[src/rtl/hdv_deadlock_watchdog_if.sv]
// Signal bundle between the kernel-monitor top and one deadlock watchdog.
// No valid/ready handshake: every input is a level sampled on each clock edge, and every output is a registered level.
interface hdv_deadlock_watchdog_if #(
  parameter int N_AXIS = 1,
  parameter int N_INST = 2,
  parameter int N_BLK  = 1,
  parameter int CNT_W  = 16,
  parameter int ID_W   = 4
);
  logic [N_AXIS-1:0] axis_block_sigs;
  logic [N_INST-1:0] inst_idle_sigs;
  logic [N_BLK-1:0]  inst_block_sigs;
  logic              clear;
  logic              block;
  logic [ID_W-1:0]   block_id;
  logic [CNT_W-1:0]  block_cycles;
  logic [1:0]        state;

  modport master (
    output axis_block_sigs, inst_idle_sigs, inst_block_sigs, clear,
    input  block, block_id, block_cycles, state
  );

  modport slave (
    input  axis_block_sigs, inst_idle_sigs, inst_block_sigs, clear,
    output block, block_id, block_cycles, state
  );
endinterface

[src/rtl/hdv_deadlock_watchdog.sv]
// Per-kernel deadlock judge: a stall vector that stays unchanged for THRESH cycles latches a sticky verdict.
// The verdict also records the culprit index and counts the stalled cycles since it rose.
module hdv_deadlock_watchdog #(
  parameter int N_AXIS = 1,
  parameter int N_INST = 2,
  parameter int N_BLK  = 1,
  parameter int THRESH = 1024,
  parameter int CNT_W  = 16,
  parameter int ID_W   = 4
) (
  input  logic                   clock,
  input  logic                   reset_n,
  hdv_deadlock_watchdog_if.slave bus
);
  localparam int N_VEC = N_AXIS + N_BLK;
  localparam int TH    = (THRESH < 1) ? 1 : THRESH;
  localparam logic [CNT_W-1:0] CNT_LAST = CNT_W'(TH - 1);
  localparam logic [CNT_W-1:0] CNT_MAX  = '1;

  typedef enum logic [1:0] {
    S_IDLE    = 2'd0,
    S_WATCH   = 2'd1,
    S_BLOCKED = 2'd2
  } state_t;

  state_t            r_state;
  logic [N_VEC-1:0]  r_snap;
  logic [CNT_W-1:0]  r_cnt;
  logic              r_block;
  logic [ID_W-1:0]   r_block_id;
  logic [CNT_W-1:0]  r_block_cycles;

  logic [N_VEC-1:0]  w_vec;
  logic [N_INST-1:0] w_idle;
  logic              w_cond;

  // Axis taps sit in the low bits, so their indices come first in block_id.
  assign w_vec  = {bus.inst_block_sigs, bus.axis_block_sigs};
  assign w_idle = bus.inst_idle_sigs;
  assign w_cond = (|w_vec) && !(&w_idle);

  function automatic logic [ID_W-1:0] lowest_idx(input logic [N_VEC-1:0] v);
    logic [ID_W-1:0] idx;
    idx = '0;
    for (int i = N_VEC - 1; i >= 0; i--) begin
      if (v[i]) idx = ID_W'(i);
    end
    return idx;
  endfunction

  always_ff @(posedge clock) begin
    if (!reset_n) begin
      r_state        <= S_IDLE;
      r_snap         <= '0;
      r_cnt          <= '0;
      r_block        <= 1'b0;
      r_block_id     <= '0;
      r_block_cycles <= '0;
    end else if (bus.clear) begin
      // block_id is held so the diagnosis report still names the last culprit.
      r_state        <= S_IDLE;
      r_cnt          <= '0;
      r_block        <= 1'b0;
      r_block_cycles <= '0;
    end else begin
      case (r_state)
        S_IDLE: begin
          if (w_cond) begin
            r_snap <= w_vec;
            if (TH == 1) begin
              r_state        <= S_BLOCKED;
              r_block        <= 1'b1;
              r_block_id     <= lowest_idx(w_vec);
              r_block_cycles <= '0;
              r_cnt          <= '0;
            end else begin
              r_state <= S_WATCH;
              r_cnt   <= CNT_W'(1);
            end
          end
        end
        S_WATCH: begin
          if (!w_cond || (w_vec != r_snap)) begin
            r_state <= S_IDLE;
            r_cnt   <= '0;
          end else if (r_cnt == CNT_LAST) begin
            r_state        <= S_BLOCKED;
            r_block        <= 1'b1;
            r_block_id     <= lowest_idx(r_snap);
            r_block_cycles <= '0;
            r_cnt          <= '0;
          end else begin
            r_cnt <= r_cnt + CNT_W'(1);
          end
        end
        S_BLOCKED: begin
          if (r_block_cycles != CNT_MAX) r_block_cycles <= r_block_cycles + CNT_W'(1);
        end
        default: begin
          r_state <= S_IDLE;
          r_cnt   <= '0;
        end
      endcase
    end
  end

  assign bus.block        = r_block;
  assign bus.block_id     = r_block_id;
  assign bus.block_cycles = r_block_cycles;
  assign bus.state        = r_state;
endmodule
[src/flat_wrapper.sv]
// flat-port wrapper written by rule: the top's interface ports become plain ports
module hdv_deadlock_watchdog_flat 
#(
  parameter int N_AXIS = 1,
  parameter int N_INST = 2,
  parameter int N_BLK  = 1,
  parameter int THRESH = 1024,
  parameter int CNT_W  = 16,
  parameter int ID_W   = 4
)
  (clock, reset_n, bus_axis_block_sigs, bus_inst_idle_sigs, bus_inst_block_sigs, bus_clear, bus_block, bus_block_id, bus_block_cycles, bus_state);
  hdv_deadlock_watchdog_if #(.N_AXIS(N_AXIS), .N_INST(N_INST), .N_BLK(N_BLK), .CNT_W(CNT_W), .ID_W(ID_W)) bus_i ();
  input  logic clock;
  input  logic reset_n;
  input wire logic [$bits(bus_i.axis_block_sigs)-1:0] bus_axis_block_sigs;
  input wire logic [$bits(bus_i.inst_idle_sigs)-1:0] bus_inst_idle_sigs;
  input wire logic [$bits(bus_i.inst_block_sigs)-1:0] bus_inst_block_sigs;
  input wire logic [$bits(bus_i.clear)-1:0] bus_clear;
  output wire logic [$bits(bus_i.block)-1:0] bus_block;
  output wire logic [$bits(bus_i.block_id)-1:0] bus_block_id;
  output wire logic [$bits(bus_i.block_cycles)-1:0] bus_block_cycles;
  output wire logic [$bits(bus_i.state)-1:0] bus_state;
  assign bus_i.axis_block_sigs = bus_axis_block_sigs;
  assign bus_i.inst_idle_sigs = bus_inst_idle_sigs;
  assign bus_i.inst_block_sigs = bus_inst_block_sigs;
  assign bus_i.clear = bus_clear;
  assign bus_block = bus_i.block;
  assign bus_block_id = bus_i.block_id;
  assign bus_block_cycles = bus_i.block_cycles;
  assign bus_state = bus_i.state;
  hdv_deadlock_watchdog #(.N_AXIS(N_AXIS), .N_INST(N_INST), .N_BLK(N_BLK), .THRESH(THRESH), .CNT_W(CNT_W), .ID_W(ID_W)) u_core (.clock(clock), .reset_n(reset_n), .bus(bus_i));
endmodule
[config.mk]
export PLATFORM = sky130hd
export DESIGN_NAME = hdv_deadlock_watchdog_flat
export DESIGN_NICKNAME = d
export VERILOG_FILES = /design/src/rtl/hdv_deadlock_watchdog_if.sv /design/src/rtl/hdv_deadlock_watchdog.sv /design/src/flat_wrapper.sv
export SDC_FILE = /design/constraint.sdc
export NUM_CORES = 1
export LEC_CHECK = 0
export ABC_AREA = 0
export CORE_UTILIZATION = 40
export DETAILED_ROUTE_END_ITERATION = 8
export GPL_TIMING_DRIVEN = 0
export HOLD_SLACK_MARGIN = 0.03
export PLACE_DENSITY_LB_ADDON = 0.25
export SLEW_MARGIN = 10
export SYNTH_ARGS = -nofsm -noshare
export SYNTH_HDL_FRONTEND = slang
export SYNTH_SLANG_ARGS = --single-unit
export TNS_END_PERCENT = 1
[constraint.sdc]
create_clock -name clock -period 1.9 [get_ports clock]
set_clock_uncertainty 0.05 [all_clocks]
set_input_delay 0.19 -clock clock [delete_from_list [all_inputs] [get_ports clock]]
set_output_delay 0.19 -clock clock [all_outputs]
set_load 0.005 [all_outputs]
-- Yosys cells after proc, flatten, opt, wreduce, memory -nomap -nowiden
Cells that the tools add are included.
- output and inout bits: 23
- input bits: 7
- register bits: 41
- reductions and logical operators: 15
- muxes and demuxes: 14
- bitwise gates (word level): 4
- add/subtract/negate cells: 2
- equal/unequal tests: 10
- operators by type and width (operator ; number):
    $mux W16 ; 6
    $pmux W16 S3 ; 1
    $add A16 B1 Y16 const B ; 2
    $pmux W16 S2 ; 1
    $eq A16 B10 Y1 const B ; 1
    $ne A16 B16 Y1 const B ; 1
    $reduce_and A3 Y1 ; 3
    $reduce_and A4 Y1 ; 2
    $mux W2 ; 3
    $ne A2 B1 Y1 const B ; 3
    $pmux W2 S3 ; 1
    $not A1 Y1 ; 4
    $reduce_and A2 Y1 ; 2
    $reduce_or A2 Y1 ; 2
    $ne A3 B1 Y1 const B ; 1
    $eq A2 B1 Y1 const B ; 1
    $eq A2 B2 Y1 const B ; 1
    $logic_not A1 Y1 ; 2
    $logic_not A2 Y1 ; 1
    $mux W1 ; 2
    $ne A2 B2 Y1 ; 1
    $ne A2 B2 Y1 const B ; 1
    $reduce_bool A2 Y1 ; 1
    $logic_and A1 B1 Y1 ; 1
    $logic_or A1 B1 Y1 ; 1

-- Depth between registers and ports, before layout
Gate-level depths: netlist of run 1.
- depth after elaboration: 7
- mapped depth: 8
- gate-level depth less buffers: 6

-- Worst setup path before layout of run 1
OpenSTA, ideal clock, no wires.
- path type: register to register
- from: register u_core.r_state[1], in the netlist u_core.bus.state[1]
- to: register u_core.r_block_cycles[9], in the netlist u_core.bus.block_cycles[9]
- clock period less this slack: 1.847 ns
- data arrival time: 1.738 ns
- buffers on the path: 1
- stages on the path, launching flop included: 8
- setup slack: 0.053 ns
- cells stage by stage: dfxtp_1 -> o21bai_1 -> nor4_4 -> and4_1 -> buf_6 -> o21ai_2 -> or4_1 -> nand2_1
- longest elaborated chain between the ends: 3
- RTL lines (element ; line ; RTL):
    start: declaration ; hdv_deadlock_watchdog.sv:26 ; state_t r_state;
    start signal: assignment ; hdv_deadlock_watchdog.sv:53 ; r_state <= S_IDLE;
    start signal: assignment ; hdv_deadlock_watchdog.sv:61 ; r_state <= S_IDLE;
    start signal: assignment ; hdv_deadlock_watchdog.sv:71 ; r_state <= S_BLOCKED;
    $eq A2 B2 Y1 or $eq A2 B1 Y1 (tied branches) ; hdv_deadlock_watchdog.sv:66 ; case (r_state)
    $ne A2 B1 Y1 (no line), or another cell as far along ; n/a ;
    $reduce_and A4 Y1 (no line) ; n/a ;
    end signal: assignment ; hdv_deadlock_watchdog.sv:97 ; if (r_block_cycles != CNT_MAX) r_block_cycles <= r_block_cycles + CNT_W'(1);
    end: declaration ; hdv_deadlock_watchdog.sv:31 ; logic [CNT_W-1:0] r_block_cycles;
Several ways; a longest one is shown, not always the timed one.
A chain may end at the register's enable or synchronous reset.

-- Worst setup path after layout of run 1
Same ends and word-level chain as after synthesis.

==> results of run 1 <==
-- through the flow --
stage	utilization, %	power (mW)	hold WS [ps]	cells	setup WS [ps]
floorplan	-	0.878	268	225	52.6
global placement	50.1	0.910	410	303	-455
detailed placement	50.1	0.911	421	303	-446
CTS	54.1	1.47	429	311	-59.2
global route	55.5	1.51	303	314	-136
finish	55.5	1.46	276	314	-72.0
-- synth_stat cells (all sizes together), types with 3 or more instances --
master  instances
and4            4
a311oi          5
mux2i           3
nand4           8
nor2           38
clkbuf          3
o211ai          5
o21ai          12
xnor2           5
buf             7
dfxtp          38
nor2b           3
a21oi          10
nand2          23
xor2           13
a31oi           4
and3            6
and2            5
nor4            3
-- per-layer routing --
metal / up-vias / wire [um]
li1: 873 / -
met1: 785 / 1960
met2: 47 / 1970
met3: 7 / 188
met4: 0 / 61
met5: - / 0
-- kinds of logic (layout without fill, tap and decap cells) --
family          after synthesis  in the layout  share of synthesized area, %
flops                        38             38                          40.2
mux                           3              3                          1.59
simple gates                103            103                          28.0
fa+ha+maj                     2              2                          1.32
xor+xnor                     18             18                          8.32
other cells                   1              3                         0.198
buf+inv                      12             49                          3.90
compound gates               46             46                          16.5
-- state kept, by name (all words and copies together), names as in the netlist --
signal	cells
u_core.r_snap	2
u_core.bus.block_id	1
u_core.bus.state	2
u_core.r_cnt	16
u_core.bus.block	1
u_core.bus.block_cycles	16
-- final cells by class --
class	instances	area [um2]	share of cell area [%]
Tap cell	52	65.1	2.64
Multi-Input combinational cell	175	1150	46.7
Sequential cell	38	777	31.5
Clock buffer	6	82.6	3.35
Buffer	9	72.6	2.94
Timing Repair Buffer	32	310	12.6
Inverter	2	7.51	0.304
-- where the power goes --
group	switching (mW)	internal [mW]	leakage (nW)
registers	0.00394	0.800	0.312
logic	0.0547	0.0438	0.473
clock network	0.273	0.280	0.0431
total	0.331	1.12	0.828
-- cells in the final DEF (no fill, tap or decap), types with 7 or more instances in the layout --
| master | n |
|---|---|
| o21ai_0 | 7 |
| dfxtp_2 | 10 |
| nor2_1 | 35 |
| nand4_1 | 8 |
| clkdlybuf4s50_1 | 24 |
| dfxtp_1 | 27 |
| buf_4 | 10 |
| nand2_1 | 23 |
| xor2_1 | 13 |
| a21oi_1 | 10 |
-- repair_timing --
item / in CTS / in global routing
pin swaps: 6 / 7
setup buffers: 3 / 3
setup endpoints to repair: 30 / 28
gates resized for setup: 22 / 14
-- path summary, 6_finish.rpt --
path / start / end / cells after the start
setup reg to reg: u_core.bus.state[1] / u_core.bus.block_cycles[9] / 7
hold / removal: bus_axis_block_sigs / u_core.r_snap[0] / 3
setup / recovery: u_core.bus.state[1] / u_core.bus.block_cycles[9] / 7
hold reg to reg: u_core.bus.block_id[0] / u_core.bus.block_id[0] / 2
-- worst max-delay path, cell delays in order, from the launching register on --
cell	delay (ps)
dfxtp_2	340
o21bai_4	190
nor4_4	340
and4_4	300
buf_8	120
o21ai_4	50
or4_1	470
nand2_1	70
==> impl_results.md, run 1 <==
- CTS Sinks: 38
- CP required: ~2100 ps
- CTS Buffer Depth: 2
- Die width: a little over 70 um
- Hold-fix buffers at CTS: 0
- Yosys reg bits: 38
- Slew headroom: about two thirds
- Root Buffer: clkbuf_8
- RSZ-0062 raised after global routing: yes
- Area Overhead vs Synth: 30.2%
- Total CTS buffers: 5
- CTS clk-pin slew, worst paths: approximately 70 ps
- Port Buffers: 26
- Pleak: about 0.83 nW
- Actual slew at the worst max-slew pin: around 500 ps
- Fill cell count: ~410
- DRC: 0
- Status: finished with violations
- Mapped Avg Cell Area: 8.49 um2
- Setup TNS Final: -235 ps
- WS Path Type: flip-flop to flip-flop
- Peak VDD IR: roughly 430 uV
- WL final: ~4200 um
- Antenna violations before repair: 0
- Power density over cell area: a little under 600 mW/mm2
- Kind of end point of the critical path: flip-flop
- Gate Count Post-Synth: around 220
- GR peak layer: met2
- Worst min path class: input port to flip-flop
- Vias in the first global route: ~1600
- Global-route usage over all layers: between 10% and 20%
- Drt pass-1 iters: 6
- Worst skew pair latency: 290 ps
- Yosys warns: 0
- Failing checks: setup timing
- Max Fclk: 507 MHz
- Layout cell share with drive strength beyond 1: about a fifth
- Final Hold Vio Count: 0
- Synth top area cells: dfxtp_1, nor2_1, xor2_1
- Die area: 0.00501 mm2
- Number of synthesized flops with an enable pin: 0
- Top cell type by total area after synthesis: dfxtp_1
- Io pins: 30
- Met1 GRT Util: approximately 22%
- Placed inst area: between 0.002 and 0.0025 mm2
- Final WS setup: -72.0 ps
- Post-synthesis sequential area ratio: 40.2%
- Drt wl/cell: 13.3 um
- CTS tree: yes
- Core area: approximately 0.0044 mm2
- DR vias: 1712
- Antenna Diode Count: 0
- Initial DRC Count: between 60 and 70
- First-pass GRT wire length: around 7000 um
- Worst Path Arrival: about 2200 ps
- Top FF cell, synth: dfxtp_1
- Synth cell types: 47
- Post-route ant nets: 0
- Design Area, Final: between 0.002 and 0.0025 mm2
- Num rows: 24
- Initial core utilization: between 40% and 50%
- Critical path startpoint category: flip-flop
- Final setup fails: 6
- Min cycle time layout: around 2000 ps
- Synth async-reset ratio: 0%
- H-tree levels: 2
- Slew Viols, Final: 0
- Max FO, Critical Path: 4
- Via density: approximately 5.5
- NumNets Final: approximately 270
- Total gr overflow: 0
- Largest net degree at the start of global routing: 11
- Hpwl dp: 2910 um
- Die Ht: slightly above 70 um
- Final Cycle Share: 104%
- Reg2reg setup slack: -70 ps
- Placer Congestion: 0.786
- Met2 Usage GRT: between 20 and 30%
- Synth top area share: approximately two fifths
- Max_cap viols: 0
- Post-Syn Area: between 0.0015 and 0.002 mm2
- M3 GR Usage: 5.56%
(Power assumes the default switching activity.)
==> run 2, diff against run 1 <==
--- a/config.mk
+++ b/config.mk
@@ -6,7 +6,8 @@
 export NUM_CORES = 1
 export LEC_CHECK = 0
 export ABC_AREA = 0
-export CORE_UTILIZATION = 40
+export CORE_UTILIZATION = 48
+export CTS_CLUSTER_DIAMETER = 100
 export DETAILED_ROUTE_END_ITERATION = 8
 export GPL_TIMING_DRIVEN = 0
 export HOLD_SLACK_MARGIN = 0.03
==> run 2 against run 1 <==
Net effect: the run still ends with setup timing left; critical path depth stayed put; register-to-register slack better by 30 ps; clock power is 51% higher; count of clock-buffer cells in the layout stayed put; sequential share of layout area is 0.36 points lower; setup slack better by 28 ps; combinational power is 2.1% lower; critical endpoint unchanged; largest cell class unchanged; largest power group is now the clock network.
==> impl_results.md, run 2 (synthesized netlist as in run 1, its figures left out) <==
- Status: finished with violations (unchanged)
- Failing checks: setup timing (unchanged)
- Hpwl dp: 2960 um (was 2910 um)
- Root Buffer: clkbuf_8 (unchanged)
- Combinational group share of total power: 5.6% (was 6.8%)
- CTS clk-pin slew, worst paths: 80 ps (was 70 ps)
- Most frequent cells in the layout: nor2_1, dfxtp_1, clkdlybuf4s50_1, nand2_1, xor2_1 (unchanged)
- Commonest non-fill, non-tap cell in the layout: nor2_1 (unchanged)
- Global-route usage over all layers: 22.3% (was 18.0%)
- Final Hold Vio Count: 0 (unchanged)
- Worst Path Arrival: 2130 ps (was 2160 ps)
- Die width: 64.8 um (was 70.8 um)
- Antenna Diode Count: 0 (unchanged)
- Pleak: 0.862 nW (was 0.828 nW)
- Drt wl/cell: 13.9 um (was 13.3 um)
- Final WS setup: -43.6 ps (was -72.0 ps)
- Worst skew pair latency: 290 ps (about the same)
- CP required: 2090 ps (about the same)
- Post-Layout Cell Count: 311 (was 314)
- Die Ht: 64.8 um (was 70.8 um)
- R2R depth: 7 (unchanged)
- Pre-CTS WS: -457 ps (was -446 ps)
- Post-route ant nets: 0 (unchanged)
- Port Buffers: 26 (unchanged)
- Placer Congestion: 0.770 (was 0.786)
- Fill cell count: 342 (was 413)
- First-pass GRT wire length: 7340 um (was 7090 um)
- CTS tree: yes (unchanged)
- H-tree levels: 2 (unchanged)
- Final setup fails: 3 (was 6)
- Num rows: 22 (was 24)
- WL final: 4310 um (was 4180 um)
- Total CTS buffers: 5 (unchanged)
- Core area: 0.00372 mm2 (was 0.00444 mm2)
- Max_cap viols: 0 (unchanged)
- Worst min path class: input port to flip-flop (unchanged)
- Power density over cell area: 683 mW/mm2 (was 590 mW/mm2)
- WS Path Type: flip-flop to flip-flop (unchanged)
- Max Fclk: 515 MHz (was 507 MHz)
- Placed inst area: 0.00222 mm2 (was 0.00223 mm2)
- Layout cell share with drive strength beyond 1: 21.3% (was 18.7%)
- Slew Viols, Final: 0 (unchanged)
- Drt pass-1 iters: 5 (was 6)
- DRC: 0 (unchanged)
- Max FO, Critical Path: 5 (was 4)
- RSZ-0062 raised after global routing: yes (unchanged)
- Kind of end point of the critical path: flip-flop (unchanged)
- Hold-fix buffers at CTS: 0 (unchanged)
- Overall power: 1.73 mW (was 1.46 mW)
- Antenna violations before repair: 0 (unchanged)
- Sw Ratio: 19.4% (was 22.8%)
- NumNets Final: 271 (was 272)
- CTS Sinks: 38 (unchanged)
- Initial core utilization: 51.0% (was 42.6%)
- Min cycle time layout: 1940 ps (was 1970 ps)
- Psw: 0.336 mW (was 0.331 mW)
- Initial DRC Count: 62 (was 61)
- CTS Buffer Depth: 2 (unchanged)
- Design Area, Final: 0.00253 mm2 (was 0.00247 mm2)
- DR vias: 1722 (was 1712)
- Die area: 0.00420 mm2 (was 0.00501 mm2)
- Largest net degree at the start of global routing: 13 (was 11)
- Final Cycle Share: 102% (was 104%)
- Via density: 5.54 (was 5.45)
- Number of cells on the worst hold path: 3 (unchanged)
- Io pins: 30 (unchanged)
- Setup TNS Final: -68.5 ps (was -235 ps)
- Cell-internal power: 1.40 mW (was 1.12 mW)
- Vias in the first global route: 1647 (was 1574)
- Peak VDD IR: 560 uV (was 427 uV)
- Clock power frac: 48.3% (was 38.0%)
- Area Overhead vs Synth: 33.8% (was 30.2%)
- Total gr overflow: 0 (unchanged)
- Cells after DPL: 299 (was 303)
- Critical path startpoint category: flip-flop (unchanged)
- Reg power frac: 46.1% (was 55.2%)
==> run 2: changes by cell type in the layout (fill, tap and decap cells not counted), sizes merged <==
cell / delta
buf: -2
clkbuf: +1
bufinv: +2
==> run 2: final cells by class <==
cell class,instances,area [um2],area share [%]
multi-input cells,175,1160,45.8
flip-flops and latches,38,790,31.1
repair buffers,31,303,11.9
clock buffers,6,82.6,3.26
plain buffers,9,72.6,2.86
clock inverters,2,60.1,2.37
well taps,48,60.1,2.37
inverters,2,7.51,0.296
==> run 2: layer usage <==
| metal | global-route usage (%) | wire (um) | vias to the layer above | share of wire (%) |
|---|---|---|---|---|
| met5 | 0 | 0 | - | 0 |
| met4 | 8.61 | 20 | 0 | 0.46 |
| met3 | 4.40 | 139 | 2 | 3.2 |
| met1 | 26.6 | 1950 | 814 | 45 |
| li1 | - | - | 879 | - |
| met2 | 39.1 | 2200 | 27 | 51 |
==> run 2: worst max-delay path: stages (launching register included) <==
cell and delay, ps:
dfxtp_2 340, o21bai_4 190, nor4_4 350, and4_4 290, buf_6 120, o21ai_2 80, or4_1 400, nand2_1 70
==> run 2: path summary, 6_finish.rpt <==
kind / from / end / slack, ps
worst min-delay path: bus_axis_block_sigs / u_core.r_snap[0] / 300
worst min register to register: u_core.bus.block / u_core.bus.block / 420
worst max-delay path: u_core.bus.state[1] / u_core.bus.block_cycles[9] / -40
worst max register to register: u_core.bus.state[1] / u_core.bus.block_cycles[9] / -40
==> run 2: metrics by stage <==
stage          utilization (%)  hold slack, ps
2_1_floorplan                -             268
3_3_place_gp              59.8             408
3_5_place_dp              59.8             413
4_1_cts                   66.2             428
5_1_grt                   68.2             315
6_report                  68.2             296
==> run 2: power by group through the flow <==
stage,combinational (mW),clock (mW),sequential (mW)
final,0.0964,0.837,0.799
after detailed placement,0.0850,0,0.824
after floorplan,0.0550,0,0.823
after global routing,0.105,0.887,0.799
after global placement,0.0846,0,0.824
after CTS,0.0933,0.859,0.804
==> run 2: repair_timing <==
| item | in CTS | in global routing |
|---|---|---|
| gates resized for setup | 19 | 27 |
| pin swaps | 3 | 11 |
| endpoints found under the hold margin | 0 | 0 |
| setup buffers | 5 | 0 |
| setup endpoints to repair | 30 | 27 |
==> run 3, diff against run 2 <==
--- a/config.mk
+++ b/config.mk
@@ -6,7 +6,7 @@
 export NUM_CORES = 1
 export LEC_CHECK = 0
 export ABC_AREA = 0
-export CORE_UTILIZATION = 48
+export CORE_UTILIZATION = 31
 export CTS_CLUSTER_DIAMETER = 100
 export DETAILED_ROUTE_END_ITERATION = 8
 export GPL_TIMING_DRIVEN = 0
@@ -16,4 +16,4 @@
 export SYNTH_ARGS = -nofsm -noshare
 export SYNTH_HDL_FRONTEND = slang
 export SYNTH_SLANG_ARGS = --single-unit
-export TNS_END_PERCENT = 1
+export TNS_END_PERCENT = 5
==> run 3 against run 2 <==
Net effect: flip-flop and latch count unchanged; the run still ends with setup timing left; hold slack worse by 19 ps; fmax shrank 2.4%; count of clock-buffer cells in the layout rose by 1; largest cell class unchanged.
==> impl_results.md, run 3 (synthesized netlist as in run 1, its figures left out) <==
- Global-route usage over all layers: 14.6% (was 22.3%)
- Status: finished with violations (unchanged)
- Max Fclk: 502 MHz (was 515 MHz)
- Total gr overflow: 0 (unchanged)
- Layout cell share with drive strength beyond 1: 20.4% (was 21.3%)
- Area Overhead vs Synth: 33.8% (about the same)
- Final setup fails: 12 (was 3)
- Most frequent cells in the layout: nor2_1, dfxtp_1, clkdlybuf4s50_1, nand2_1, xor2_1 (unchanged)
- Number of cells on the worst hold path: 3 (unchanged)
- Max_cap viols: 0 (unchanged)
- Num rows: 28 (was 22)
- Core area: 0.00592 mm2 (was 0.00372 mm2)
- Peak VDD IR: 411 uV (was 560 uV)
- CTS Buffer Depth: 2 (unchanged)
- Kind of end point of the critical path: flip-flop (unchanged)
- Die area: 0.00643 mm2 (was 0.00420 mm2)
- Actual slew at the worst max-slew pin: a little over 500 ps
- Commonest non-fill, non-tap cell in the layout: nor2_1 (unchanged)
- Via density: 5.01 (was 5.54)
- Final Cycle Share: 105% (was 102%)
- Max FO, Critical Path: 4 (was 5)
- Final WS setup: -91.8 ps (was -43.6 ps)
- Drt pass-1 iters: 4 (was 5)
- WS Path Type: flip-flop to flip-flop (unchanged)
- CTS clk-pin slew, worst paths: 70 ps (was 80 ps)
- Antenna violations before repair: 0 (unchanged)
- WL final: 4420 um (was 4310 um)
- Antenna Diode Count: 0 (unchanged)
- DR vias: 1705 (was 1722)
- Pleak: 0.835 nW (was 0.862 nW)
- CP required: 2070 ps (was 2090 ps)
- Worst r2r dst: u_core.bus.block_id[0] (was u_core.bus.block_cycles[9])
- Failing checks: setup timing (unchanged)
- R2r startpoint: u_core.r_cnt[4] (was u_core.bus.state[1])
- Final Hold Vio Count: 0 (unchanged)
- Worst Path Arrival: 2160 ps (was 2130 ps)
- CTS tree: yes (unchanged)
- Critical path startpoint category: flip-flop (unchanged)
- Worst skew pair latency: 290 ps (about the same)
- Drt wl/cell: 13.0 um (was 13.9 um)
- Largest net degree at the start of global routing: 12 (was 13)
- R2R depth: 6 (was 7)
- Hold endpoint: u_core.r_snap[0] (unchanged)
- Root Buffer: clkbuf_8 (unchanged)
- Slew headroom: approximately two thirds
- Pre-CTS WS: -466 ps (was -457 ps)
- Total CTS buffers: 5 (unchanged)
- NumNets Final: 273 (was 271)
- Slew Viols, Final: 0 (unchanged)
- Hpwl dp: 3040 um (was 2960 um)
- Power density over cell area: 578 mW/mm2 (was 683 mW/mm2)
- Reg2reg setup slack: -90 ps (was -40 ps)
- Hold Startpoint: bus_axis_block_sigs (unchanged)
- Io pins: 30 (unchanged)
- DRC: 0 (unchanged)
- Die width: 80.2 um (was 64.8 um)
- CTS Sinks: 38 (unchanged)
- H-tree levels: 2 (unchanged)
- Hold-fix buffers at CTS: 0 (unchanged)
- Initial core utilization: 32.0% (was 51.0%)
- Worst min path class: input port to flip-flop (unchanged)
- Die Ht: 80.2 um (was 64.8 um)
- First-pass GRT wire length: 7380 um (was 7340 um)
- Vias in the first global route: 1581 (was 1647)
- Placer Congestion: 0.786 (was 0.770)
- Port Buffers: 26 (unchanged)
- Initial DRC Count: 114 (was 62)
- Min cycle time layout: 1990 ps (was 1940 ps)
- Post-route ant nets: 0 (unchanged)
- Overall power: 1.47 mW (was 1.73 mW)
- RSZ-0062 raised after global routing: yes (unchanged)
[run 3: cell count changes in the layout (fill, tap and decap cells not counted), sizes merged]
cell / previous run / this run
buf: 11 / 15
bufinv: 2 / 0
clkbuf: 9 / 8
clkinv: 0 / 1
[run 3: worst max-delay path, stage by stage (launching register included)]
cell and delay, ps:
dfxtp_4 360, nand4_1 220, nor4_4 310, buf_4 160, nand4_1 180, or4b_1 510, a21boi_1 140
[run 3: what timing repair did]
item | CTS | global route
pin swaps | 6 | 12
resized for setup | 21 | 23
buffers inserted | 4 | 3
setup endpoints to repair | 30 | 32
gates cloned | 0 | 0
[run 3: report_power, final]
part           switching (mW)  internal [mW]
Combinational          0.0547         0.0427
Sequential            0.00406          0.797
Clock                   0.274          0.293
Total                   0.333           1.13
[run 3: through the flow]
| step | hold slack (ps) | setup TNS, ps | cell area (um2) | util, % | cells |
|---|---|---|---|---|---|
| CTS | 428 | -123 | 2450 | 41.4 | 338 |
| global placement | 408 | -11610 | 2260 | 38.1 | 326 |
| detailed placement | 417 | -11790 | 2260 | 38.1 | 326 |
| floorplan | 268 | 0 | 1900 | - | 225 |
| global route | 288 | -3540 | 2530 | 42.8 | 340 |
| finish | 277 | -301 | 2530 | 42.8 | 340 |
[run 3: routing by layer]
layer / GRT usage (%) / up-vias / wire [um]
li1: - / 874 / -
met1: 19.1 / 800 / 2150
met2: 23.8 / 29 / 2090
met3: 3.41 / 2 / 148
met4: 3.75 / 0 / 31
met5: 0 / - / 0
[run 3: area by class of cell]
cell class | count | area, um2
inverter | 2 | 7.51
fill | 598 | 3390
multi-input combinational | 175 | 1170
clock buffer | 7 | 86.3
buffer | 9 | 68.8
clock inverter | 1 | 5.00
tap | 75 | 93.8
timing repair buffer | 33 | 322
sequential | 38 | 781
[run 3: worst max path at each step]
| stage | end | slack, ps | startpoint |
|---|---|---|---|
| 2_1_floorplan | u_core.bus.block_cycles[9] | 50 | u_core.bus.state[1] |
| 3_3_place_gp | u_core.r_cnt[15] | -470 | bus_inst_block_sigs |
| 3_5_place_dp | u_core.r_cnt[15] | -470 | bus_inst_block_sigs |
| 4_1_cts | u_core.bus.block_cycles[9] | -70 | u_core.bus.state[0] |
| 5_1_grt | u_core.bus.block_id[0] | -220 | u_core.r_cnt[4] |
| 6_report | u_core.bus.block_id[0] | -90 | u_core.r_cnt[4] |
==> RTL change 1 (flow settings as in run 2) <==
Make the reset (`reset_n`) asynchronous in one clocked block.
--- a/src/rtl/hdv_deadlock_watchdog.sv
+++ b/src/rtl/hdv_deadlock_watchdog.sv
@@ -48,7 +48,7 @@
     return idx;
   endfunction
 
-  always_ff @(posedge clock) begin
+  always_ff @(posedge clock or negedge reset_n) begin
     if (!reset_n) begin
       r_state        <= S_IDLE;
       r_snap         <= '0;
Check against the original RTL: differs if reset_n is asserted again (counterexample within 4 cycles, from zero or initial values and one cycle with reset_n low); with reset_n held inactive, the same outputs for 10 cycles.
==> RTL change 1 against run 2 <==
- the run still ends with negative setup slack left
- routed wire length up 26%
- power down 8.2%
- synthesized area up 13%
- combinational power up 77%
- clock power down 31%
- core utilization up 0.14 points
- largest power group is now sequential cells
- worst setup slack worse by 620 ps
- critical endpoint is now u_core.bus.block_cycles[6]
- via count up 21%
- final cell count up 9.3%
- first-iteration DRC count rose to 2.7 times the old value
- largest cell class unchanged
- sequential cell count unchanged
- final area up 12%
==> RTL change 1: results (changes against run 2) <==
total track usage 24.3% (+2.0 points); Vias 2086 (+21%); clk root buf clkbuf_8; run status finished with violations; PortBufs 25 (-3.8%); crit path max fanout 6 (+1); Worst Tran Pin Value 723 ps; initial antenna violation count 0 (unchanged); proportion of layout cells with a drive suffix above 1 21.0% (-0.26 points); largest net degree at the start of global routing 22 (+9); crit path DAT 2730 ps (+600 ps); global-route wire length before repair 8.44 mm (+15%); gpl congestion 0.826 (+7.3%); min setup slack post-route -661 ps (-617 ps); Worst R2R Path Depth 6 (-1); Unique masters post-synth 44 (-6.4%); detailed-route wire length 5.41 mm (+26%); synth cell count leaders dfrtp_1 (38), o21ai_0 (30), a21oi_1 (19), nand3_1 (15), nand2_1 (14); clock buffer count from CTS 5 (unchanged); CTS H-tree depth 2 (unchanged); R2R Path Start u_core.r_cnt[10]; drt initial violations 168 (+170%); VDD IR max 0.564 mV (+0.57%); hpwl dp 3.41 mm (+15%); vias in the first global route 1774 (+7.7%); HP Class in2async; Synth Warn # 0 (unchanged); Fillers 348 (+1.8%); Clk pin slew, worst setup/hold paths 80 ps (about the same); Final Net Count 298 (+10%); Longest Clk Path Bufs 2 (unchanged); Initial DRT Pass Iterations 4 (-1); register area share after synthesis 44.4% (+4.2 points); final setup TNS -13930 ps (-13860 ps); Async SR Flop Fraction 100% (+100 points); failing checks negative setup slack; Synth area leaders dfrtp_1 (44%), o21ai_0 (7.0%), a21oi_1 (4.4%); diodes inserted 0 (unchanged); FF-to-FF End u_core.bus.block_cycles[6]; Worst-Skew Late Latency 290 ps (about the same); Final setup viols 34 (+31); Leak 0.00106 uW (+23%)
## RTL change 1: changes by cell type after synthesis, sizes merged, moves of 11 or more
cell	before	now
nor2	38	12
o21ai	12	30
inv	2	13
xor2	13	0
dfrtp	0	38
dfxtp	38	0
nand3	2	15
## RTL change 1: worst max-delay path by stage
stage,slack (ps),start,end
floorplan,-600,u_core.r_cnt[12],u_core.bus.block_cycles[13]
global placement,-970,u_core.bus.state[1],u_core.bus.block_cycles[13]
finish,-660,u_core.r_cnt[10],u_core.bus.block_cycles[6]
global route,-730,u_core.r_cnt[10],u_core.bus.block_cycles[6]
CTS,-760,u_core.r_cnt[13],u_core.bus.block_cycles[11]
detailed placement,-960,u_core.bus.state[1],u_core.bus.block_cycles[13]
## RTL change 1: repair_timing
item	CTS	global route
setup buffers	9	2
pin swaps	18	3
hold buffers	1	0
endpoints found under the setup margin	34	36
endpoints found under the hold margin	17	0
gates resized for setup	36	24
## RTL change 1: cell type report
type / instances / share of cell area [%]
Multi-Input combinational cell: 180 / 43.0
Sequential cell: 38 / 33.6
Timing Repair Buffer: 38 / 13.2
Buffer: 13 / 3.09
Clock buffer: 7 / 3.05
Tap cell: 50 / 2.21
Inverter: 13 / 1.72
Clock inverter: 1 / 0.177
## RTL change 1: routing by layer
layer  share of wire, %  global-route usage [%]
met5                  0                       0
met1                 47                    35.9
met4                1.4                    8.67
met3                5.2                    5.59
met2                 46                    34.6
## RTL change 1: cell families after synthesis
| group | share of synthesized area [%] |
|---|---|
| buffers and inverters | 5.66 |
| AOI/OAI and AO/OA | 23.4 |
| DFF | 44.4 |
| muxes | 1.05 |
| adders and majority gates | 1.17 |
| other | 0.175 |
| and+or+nand+nor | 23.8 |
| xor gates and xnor gates | 0.409 |
## RTL change 1: power by group
part,leakage (uW),switching (uW),internal [uW]
Clock,0.0000482,282,293
Sequential,0.000522,22.9,822
Combinational,0.000491,94.6,76.1
## RTL change 1: per-stage QoR
| step | hold slack, ps | worst slack (ps) | cell area, um2 | instances |
|---|---|---|---|---|
| 2_1_floorplan | -156 | -598 | 2150 | 245 |
| 3_3_place_gp | 447 | -971 | 2460 | 320 |
| 3_5_place_dp | 121 | -964 | 2490 | 321 |
| 4_1_cts | 336 | -757 | 2740 | 339 |
| 5_1_grt | 378 | -729 | 2830 | 340 |
| 6_report | 322 | -661 | 2830 | 340 |
## RTL change 1: worst max-delay path, stage by stage (launching register included)
cell	delay, ps
dfrtp_1	440
or4_4	510
or4_4	440
o31a_1	300
buf_4	150
or4b_1	460
a21oi_1	150
==> RTL change 2 (flow settings as in run 2) <==
Made on the original files. `ID_W` is set to 4 in 3 places; all go to 5.
--- a/src/rtl/hdv_deadlock_watchdog_if.sv
+++ b/src/rtl/hdv_deadlock_watchdog_if.sv
@@ -5,7 +5,7 @@
   parameter int N_INST = 2,
   parameter int N_BLK  = 1,
   parameter int CNT_W  = 16,
-  parameter int ID_W   = 4
+  parameter int ID_W   = 5
 );
   logic [N_AXIS-1:0] axis_block_sigs;
   logic [N_INST-1:0] inst_idle_sigs;
--- a/src/rtl/hdv_deadlock_watchdog.sv
+++ b/src/rtl/hdv_deadlock_watchdog.sv
@@ -6,7 +6,7 @@
   parameter int N_BLK  = 1,
   parameter int THRESH = 1024,
   parameter int CNT_W  = 16,
-  parameter int ID_W   = 4
+  parameter int ID_W   = 5
 ) (
   input  logic                   clock,
   input  logic                   reset_n,
--- a/src/flat_wrapper.sv
+++ b/src/flat_wrapper.sv
@@ -6,7 +6,7 @@
   parameter int N_BLK  = 1,
   parameter int THRESH = 1024,
   parameter int CNT_W  = 16,
-  parameter int ID_W   = 4
+  parameter int ID_W   = 5
 )
   (clock, reset_n, bus_axis_block_sigs, bus_inst_idle_sigs, bus_inst_block_sigs, bus_clear, bus_block, bus_block_id, bus_block_cycles, bus_state);
   hdv_deadlock_watchdog_if #(.N_AXIS(N_AXIS), .N_INST(N_INST), .N_BLK(N_BLK), .CNT_W(CNT_W), .ID_W(ID_W)) bus_i ();
Ports: changed (resized bus_block_id); port bits go from 30 to 31. The function was not compared with the original's and may differ.
==> RTL change 2 against run 2 <==
- the flow still finishes with violations (negative setup slack)
- highest routed layer unchanged
- die area up 0.39%
- core utilization up 0.10 points
- clock power shrank 31%
- power is 15% lower
- routed wire length is 0.49% lower
- final area rose by 0.89%
- via count grew 1.7%
- largest cell class unchanged
- non-clock buffer count grew 3
- sequential cell count did not move
- synthesized area is 0.40% higher
- combinational power up 5%
- final cell count grew 1.3%
- worst setup slack improved by 12 ps
==> RTL change 2: results (changes against run 2) <==
run status finished with violations; failing checks negative setup slack; Longest Clk Path Bufs 2 (unchanged); hpwl dp 2.90 mm (-2.1%); total track usage 22.5% (+0.14 points); global-route wire length before repair 7.26 mm (-1.1%); Final setup viols 3 (unchanged); Final Hold Fails 0 (unchanged); Final Net Count 275 (+1.5%); Worst Tran Pin Value roughly 560 ps; Int Power 1140 uW (-19%); clock buffer count from CTS 5 (unchanged); largest net degree at the start of global routing 12 (-1); CTS resizes 23 (+4); crit path max fanout 5 (unchanged); Setup Fix Bufs, Post-CTS 4 (-1); WL/cell 13.6 um (-1.8%); register area share after synthesis 40.0% (-0.16 points); synth cell count leaders dfxtp_1 (38), nor2_1 (37), nand2_1 (23), xor2_1 (13), a21oi_1 (10); Initial DRT Pass Iterations 4 (-1); Clk pin slew, worst setup/hold paths 80 ps (about the same); crit path from u_core.bus.state[1]; VDD IR max 0.340 mV (-39%); Syn Inst Count 224 (+0.45%); Unique masters post-synth 47 (unchanged); chip width 64.9 um (+0.19%); Leak 0.000845 uW (-1.9%); initial antenna violation count 0 (unchanged); Worst-Skew Late Latency 300 ps; dpl ws -451 ps (+5.85 ps); via/cell ratio 5.56 (+0.45%); vias in the first global route 1571 (-4.6%); Async SR Flop Fraction 0% (unchanged); gpl congestion 0.782 (+1.6%); proportion of layout cells with a drive suffix above 1 21.7% (+0.43 points); Seq power 803 uW (+0.5%); diodes inserted 0 (unchanged); min-delay src bus_axis_block_sigs; HP Class in2reg; clk root buf clkbuf_8; clock network power share 39.0% (-9.3 points); min setup slack post-route -31.4 ps (+12.2 ps); drt initial violations 86 (+39%); detailed-route wire length 4.29 mm (-0.49%); Synth Warn # 0 (unchanged); Synth area leaders dfxtp_1 (40%), nor2_1 (7.3%), xor2_1 (6.0%); Placed Cells 301 (+0.67%)
==> RTL change 2: cell types whose count changed after synthesis <==
cell   before  now
buf_4       3    4
==> RTL change 2: cell families after synthesis <==
logic type | count (synthesis) | synth area share, %
compound gates | 46 | 16.4
xor+xnor | 18 | 8.29
fa+ha+maj | 2 | 1.32
buf+inv | 13 | 4.28
flops | 38 | 40.0
mux | 3 | 1.58
other cells | 1 | 0.197
simple gates | 103 | 27.9
==> RTL change 2: final timing paths <==
| kind | cells after the start | slack [ps] | to |
|---|---|---|---|
| hold reg to reg | 2 | 430 | u_core.bus.block |
| hold / removal | 3 | 260 | u_core.r_snap[0] |
| setup reg to reg | 7 | -30 | u_core.bus.block_cycles[9] |
| setup / recovery | 7 | -30 | u_core.bus.block_cycles[9] |
==> RTL change 2: through the flow <==
stage	cell area, um2	power [uW]	setup TNS, ps	hold WS (ps)	utilization [%]
6_report	2560	1480	-43.4	263	68.3
2_1_floorplan	1910	880	0	268	-
3_5_place_dp	2230	912	-12040	412	59.7
4_1_cts	2440	1490	-279	423	65.2
5_1_grt	2560	1540	-2050	273	68.3
3_3_place_gp	2230	911	-11510	408	59.7
==> RTL change 2: cell type report <==
class	instances	area (um2)
plain buffers	10	80.1
inverters	2	7.51
well taps	48	60.1
repair buffers	33	334
clock inverters	1	5.00
flip-flops and latches	38	782
fillers	314	1190
clock buffers	7	86.3
multi-input cells	176	1200
==> RTL change 2: worst max-delay path, stage by stage (launching register included) <==
cell	delay, ps
dfxtp_2	330
o21bai_4	180
nor4_4	360
and4_4	290
buf_6	130
o21ai_4	70
or4_1	400
nand2_1	70
==> RTL change 2: layer usage <==
layer  vias up  track usage [%]  wire [um]
met5         -                0          0
met4         0             9.17         68
met3         7             6.34        166
met2        35             35.9       2050
met1       828             28.1       2010
li1        882                -          -
